**src/rtl/cs_pkg.sv**
```systemverilog
// Shared types and constants for the CS window/approximation sequencer.
// Window depth 9, X 8 bits, Y 10 bits, window slot index 4 bits.
package cs_pkg;

   localparam int unsigned CS_WIN   = 9;
   localparam int unsigned CS_X_W   = 8;
   localparam int unsigned CS_Y_W   = 10;
   localparam int unsigned CS_IDX_W = 4;

   typedef enum logic [1:0] {
      IDLE,
      FILL,
      RUN
   } cs_state_e;

endpackage

```
**src/rtl/cs_valid_pipe.sv**
```systemverilog
// Stall-able valid shift register that tracks compute issues through the datapath.
// Holds its contents while i_en=0; i_clr empties it like reset does.
module cs_valid_pipe #(
   parameter int unsigned DEPTH = 1
) (
   input  logic i_clk,
   input  logic i_rst,
   input  logic i_clr,
   input  logic i_en,
   input  logic i_din,
   output logic o_dout
);

   logic [DEPTH-1:0] r_pipe;
   logic [DEPTH-1:0] w_next;

   generate
      if (DEPTH == 1) begin : g_one
         assign w_next = i_din;
      end else begin : g_shift
         assign w_next = {r_pipe[DEPTH-2:0], i_din};
      end
   endgenerate

   always_ff @(posedge i_clk) begin
      if (i_rst || i_clr) begin
         r_pipe <= '0;
      end else if (i_en) begin
         r_pipe <= w_next;
      end
   end

   assign o_dout = r_pipe[DEPTH-1];

endmodule

```
**src/rtl/cs_window_ctrl.sv**
```systemverilog
// Sequencer for the CS 9-sample window datapath: X handshake, window slot/fill tracking,
// compute gating, Y validity and delivered-output count. `CS_FLUSH_EN adds the flush port.
module cs_window_ctrl
   import cs_pkg::*;
#(
   parameter int unsigned WIN    = CS_WIN,
   parameter int unsigned DP_LAT = 1,
   parameter int unsigned CNT_W  = 16
) (
   input  logic                clk,
   input  logic                reset,
   input  logic                in_valid,
   output logic                in_ready,
   output logic                out_valid,
   input  logic                out_ready,
   output logic                dp_wr_en,
   output logic [CS_IDX_W-1:0] dp_wr_idx,
   output logic                dp_compute,
   output logic                dp_stall,
   output logic                win_full,
`ifdef CS_FLUSH_EN
   input  logic                flush,
`endif
   output logic [CNT_W-1:0]    out_cnt
);

   localparam int unsigned          FILL_W       = $clog2(WIN + 1);
   localparam logic [CS_IDX_W-1:0]  LP_PTR_LAST  = CS_IDX_W'(WIN - 1);
   localparam logic [FILL_W-1:0]    LP_FILL_LAST = FILL_W'(WIN - 1);
   localparam logic [FILL_W-1:0]    LP_FILL_MAX  = FILL_W'(WIN);

   cs_state_e           r_state;
   cs_state_e           w_state_nxt;
   logic [CS_IDX_W-1:0] r_wr_ptr;
   logic [FILL_W-1:0]   r_fill_cnt;
   logic [CNT_W-1:0]    r_out_cnt;
   logic                w_flush;
   logic                w_stall;
   logic                w_accept;
   logic                w_issue;
   logic                w_pipe_en;
   logic                w_out_valid;

`ifdef CS_FLUSH_EN
   assign w_flush = flush;
`else
   assign w_flush = 1'b0;
`endif

   // Backpressure freezes the whole datapath; reset and flush both block new samples.
   assign w_stall   = w_out_valid & ~out_ready;
   assign in_ready  = ~reset & ~w_stall & ~w_flush;
   assign dp_stall  = ~reset & w_stall;
   assign w_accept  = in_valid & in_ready;
   assign w_issue   = w_accept & (r_fill_cnt >= LP_FILL_LAST);
   assign w_pipe_en = ~w_stall;

   assign dp_wr_en   = w_accept;
   assign dp_wr_idx  = r_wr_ptr;
   assign dp_compute = w_issue;
   assign out_valid  = w_out_valid;
   assign out_cnt    = r_out_cnt;

   always_ff @(posedge clk) begin
      if (reset || w_flush) begin
         r_wr_ptr   <= '0;
         r_fill_cnt <= '0;
      end else if (w_accept) begin
         r_wr_ptr <= (r_wr_ptr == LP_PTR_LAST) ? '0 : r_wr_ptr + 1'b1;
         if (r_fill_cnt != LP_FILL_MAX) begin
            r_fill_cnt <= r_fill_cnt + 1'b1;
         end
      end
   end

   always_ff @(posedge clk) begin
      if (reset) begin
         r_out_cnt <= '0;
      end else if (w_out_valid && out_ready) begin
         r_out_cnt <= r_out_cnt + 1'b1;
      end
   end

   always_ff @(posedge clk) begin
      if (reset) begin
         r_state <= IDLE;
      end else begin
         r_state <= w_state_nxt;
      end
   end

   always_comb begin
      w_state_nxt = r_state;
      if (w_flush) begin
         w_state_nxt = IDLE;
      end else begin
         case (r_state)
            IDLE:    if (w_accept) w_state_nxt = FILL;
            FILL:    if (w_accept && (r_fill_cnt == LP_FILL_LAST)) w_state_nxt = RUN;
            RUN:     w_state_nxt = RUN;
            default: w_state_nxt = IDLE;
         endcase
      end
   end

   always_comb begin
      win_full = (r_state == RUN);
   end

   cs_valid_pipe #(
      .DEPTH(DP_LAT)
   ) u_valid_pipe (
      .i_clk (clk),
      .i_rst (reset),
      .i_clr (w_flush),
      .i_en  (w_pipe_en),
      .i_din (w_issue),
      .o_dout(w_out_valid)
   );

endmodule

```
**config.mk**
```make
export PLATFORM = sky130hd
export DESIGN_NAME = cs_window_ctrl
export DESIGN_NICKNAME = d
export VERILOG_FILES = /design/src/rtl/cs_pkg.sv /design/src/rtl/cs_valid_pipe.sv /design/src/rtl/cs_window_ctrl.sv
export SDC_FILE = /design/constraint.sdc
export NUM_CORES = 1
export LEC_CHECK = 0
export ABC_AREA = 1
export BUFFER_PORTS_ARGS = -buffer_cell sky130_fd_sc_hd__buf_4
export CORE_ASPECT_RATIO = 0.9
export CORE_MARGIN = 2
export CORE_UTILIZATION = 55
export DETAILED_ROUTE_END_ITERATION = 8
export HOLD_SLACK_MARGIN = 0.06
export PLACE_DENSITY = 0.84
export SETUP_SLACK_MARGIN = 0.3
export SLEW_MARGIN = 10
export SYNTH_ARGS = -nofsm -noshare
export SYNTH_HDL_FRONTEND = slang
export SYNTH_HIERARCHICAL = 1
export SYNTH_SLANG_ARGS = --single-unit
export TNS_END_PERCENT = 100
```
**constraint.sdc**
```tcl
create_clock -name clk -period 3.7 [get_ports clk]
set_input_delay 0.37 -clock clk [delete_from_list [all_inputs] [get_ports clk]]
set_output_delay 0.37 -clock clk [all_outputs]
set_load 0.01 [all_outputs]
```
---- After elaboration in Yosys (flattened, before gate mapping) ----
Index checks and enable logic that the tools add are counted.
operators by class
  $add $sub $neg .......................... 3
  order comparisons ....................... 1
  equality and inequality tests ........... 7
  mux-type cells .......................... 4
  bitwise operators ....................... 8
  reductions and logical operators ........ 5
operator list
  cell                                                                   number
  16-bit by 1-bit adder with 16-bit output, second input constant        1
  4-bit by 1-bit adder with 4-bit output, second input constant          2
  4-bit equality test, second input constant                             2
  2-bit one-hot mux with 3 select lines                                  1
  1-bit AND                                                              5
  4-bit greater-or-equal comparator, second input constant               1
  2-bit two-way mux                                                      2
  4-bit two-way mux                                                      1
  2-bit != test, second input constant                                   2
  4-bit != test, second input constant                                   1
  2-bit AND reduction                                                    2
  1-bit inverter                                                         3
  2-bit by 1-bit equality test with 1-bit output, second input constant  1
  2-bit equality test, second input constant                             1
  1-bit logical AND                                                      2
  2-bit zero test                                                        1
storage, ports and cells
  register bits after elaboration ......... 27
  bits of input ports ..................... 4
  output and inout bits ................... 26

---- Depth between registers and ports, before layout ----
  word-level depth ........................ 8
  mapped depth ............................ 8
  gate-level depth less buffers ........... 8

---- Hierarchy ----
The synthesis kept the hierarchy.
modules (own cells, without submodules)
  module          instances  cells an instance  area each (µm²)  sequential area each (µm²)
  cs_window_ctrl  1          206                1432.6           520.5
  cs_valid_pipe   1          7                  45.0             20.0

---- Worst setup path before layout ----
No wires, ideal clock.
  path kind ............................... input to output
  start point ............................. input reset
  end point ............................... output dp_compute
  data arrival time ....................... 0.970 ns
  required time ........................... 3.330 ns
  slack ................................... 2.360 ns
  cell stages on the path ................. 4
  cell sequence ........................... buf_2 inv_2 nand3_4 nor2_1
between the ends
  cells in the longest elaborated chain, start to end .. 4
RTL lines
  element          RTL line              source
  start, declared  cs_window_ctrl.sv:11  input logic reset,
  1-bit inverter   cs_window_ctrl.sv:52  assign in_ready = ~reset & ~w_stall & ~w_flush;
  1-bit AND        cs_window_ctrl.sv:52
  1-bit AND        cs_window_ctrl.sv:54  assign w_accept = in_valid & in_ready;
  1-bit AND        cs_window_ctrl.sv:55  assign w_issue = w_accept & (r_fill_cnt >= LP_FILL_LAST);
  end, declared    cs_window_ctrl.sv:18  output logic dp_compute,
No other way between the ends.

---- Worst setup path after layout ----
  start point ............................. register u_valid_pipe.r_pipe (netlist: u_valid_pipe/o_dout)
  end point ............................... output dp_compute
between the ends
  cells in the longest elaborated chain, start to end .. 5
RTL lines
  element                 RTL line              source
  start, declared         cs_valid_pipe.sv:14   logic [DEPTH-1:0] r_pipe;
  start signal, assigned  cs_valid_pipe.sv:29   r_pipe <= w_next;
  1-bit AND               cs_window_ctrl.sv:51  assign w_stall = w_out_valid & ~out_ready;
  1-bit inverter          -
  1-bit AND               cs_window_ctrl.sv:52
  1-bit AND               cs_window_ctrl.sv:54
  1-bit AND               cs_window_ctrl.sv:55
No other way between the ends.

==> run metrics <==
outcome finished, violations left; violated checks design-rule violations; CTS Hold Bufs 0; startpoint types flip-flop; Die X-Extent 58.6 um; DP HPWL about 2100 um; setup_tns 0 ps; Max VDD drop 0.261 mV; post-synth net total around 230; internal reg-to-reg setup slack about 2300 ps; Area growth syn-to-layout 17.9%; origin of the worst setup path u_valid_pipe/o_dout; clk slew on worst S/H paths 140 ps; starting density of the core 58.9%; synth warn 6; Crit Path Class flip-flop to output port; RSZ-0062 raised after global routing no; Yosys top cell by area dfxtp_1; Core ar. 2510 sq um; Layout fillers between 200 and 250; Post-Syn Area 1480 sq um; Ports 30; Routed Antenna Nets 0; hold slack final 270 ps; final worst-path cycle share 47.3%; worst hold start reset; FP Rows 17; port bufs 29; most common cell after layout, fill and taps aside nand2_1; post-layout net count 257; most frequent cells in the layout 42 x nand2_1, 35 x nor2_1, 29 x buf_4; average cell area after synthesis 6.94 sq um; drt pass-1 iters 6; Total GRT Usage between 10% and 20%; Yosys top cell area share 36.6%; CP max FO 9; die height 53.2 um; Design Power 0.475 mW; register area share after synthesis 36.6%; Worst Path Required 3330 ps; layout cells sized above 1 20.6%; final wirelength ~2800 um; worst setup margin 1950 ps; wire per inst 10.2 um; worst path bufs/invs 1; Power Dens Cells around 270 nW/um^2; Synth cell types 27; Worst Path Arrival 1380 ps; r2r endpoint out_cnt[12]; slowest CP cell dfxtp_1; CTS tree done; pre-CTS setup slack 1970 ps; CTS Buf Count 3; post-CTS sizing 0; iteration-0 DRC count of the detailed router 90; clk_lat worst skew 330 ps; GR Overflow Total 0; die area 3120 sq um; first-pass GRT wire length 4680 um; ranking of synthesized cells by area dfxtp_1 37%, nand2_1 11%, nor2_1 8.9%; RD Place Congestion between 0.8 and 0.9; worst min path class input pin to flip-flop; Pleak 0.743 nW; Final setup viols 0; Final Skew 9.17 ps; Syn Inst Count 213; vias in the first global route 1106; Post-route DRC 4; Min Clock Period, post-route 1750 ps; via count 1320; worst-path cell chain nand2_2 -> nand3_4 -> nor2_1 -> buf_4; setup bufs post-CTS 0; RR Startpoint out_cnt[1]; Vias/cell a little under 5; Sink Count 27; hold path endpoint r_fill_cnt[3]; Hold Fails Final Rpt 0; CP max stage delay 400 ps; number of max-cap violations 0; hold depth 2; largest net degree at the start of global routing 21; number of antenna violations at the first check in global routing 0; root buffer cell clkbuf_4; Yosys reg bits 27; Max Freq 572 MHz; critical path endpoint category output port; Worst path top cell family by delay simple AND/OR/NAND/NOR gates; H-tree depth 1; r2r worst-path depth 7; Slew Limit Fails 0; Longest Clk Path Bufs 2; diodes inserted 0
[synth_stat cells]
master and instances:
a211oi_1 1, a21oi_1 15, buf_2 3, conb_1 1, dfxtp_1 27, ha_1 9
inv_1 28, inv_2 4, inv_4 1, nand2_1 42, nand2_2 3, nand3_1 14
nand3_4 1, nand3b_1 1, nand4_1 3, nor2_1 35, nor2_2 5, nor2_4 1
nor2_8 1, nor3_1 1, nor3_2 1, o21ai_0 2, o21ai_1 9, o21ai_2 1
o21bai_1 1, xnor2_1 1, xor2_1 2
[cells by family (layout without fill, tap and decap cells)]
group	Yosys count	count (layout)	synth area share [%]
DFF	27	27	36.6
and+or+nand+nor	108	108	33.8
buffers and inverters	36	66	9.57
adders and majority gates	9	9	7.62
AOI/OAI and AO/OA	29	29	10.4
other	1	1	0.254
xor gates and xnor gates	3	3	1.78
[flip-flops by register name (all words and copies together), names as in the netlist]
signal / flops
dp_wr_idx: 4
out_cnt: 16
r_state: 2
u_valid_pipe/o_dout: 1
r_fill_cnt: 4
[how the worst max path moves through the flow]
stage	endpoint	slack (ps)	cells past startpoint
2_1_floorplan	dp_compute	2360	4
3_3_place_gp	dp_compute	1990	5
3_5_place_dp	dp_compute	1970	5
4_1_cts	dp_compute	1940	4
5_1_grt	dp_compute	1830	4
6_report	dp_compute	1950	4
[stage by stage]
stage                     instance area (sq um)  instances  utilization [%]
after floorplan                            1480        213                -
after global placement                     1720        267             68.3
after detailed placement                   1720        267             68.3
after CTS                                  1740        271             69.4
after global routing                       1740        271             69.4
final                                      1740        271             69.4
[where the power goes]
group	switching (mW)	leakage, nW	total (mW)	internal (mW)
Combinational	0.0274	0.510	0.0462	0.0188
Sequential	0.00501	0.218	0.301	0.296
Clock	0.0856	0.0150	0.128	0.0423
[routing by layer]
layer	share of wire [%]	vias to the layer above	track usage (%)
li1	-	725	-
met1	49	555	27.7
met2	43	36	30.3
met3	6.9	4	4.40
met4	1.2	0	6.82
met5	0	-	0
[final cells by class]
type,instances,area (sq um),area share (%)
Multi-Input combinational cell,150,796,45.7
Sequential cell,27,541,31.0
Timing Repair Buffer,29,218,12.5
Inverter,33,126,7.26
Tap cell,28,35.0,2.01
Clock buffer,4,26.3,1.51
(Power assumes the default switching activity.)
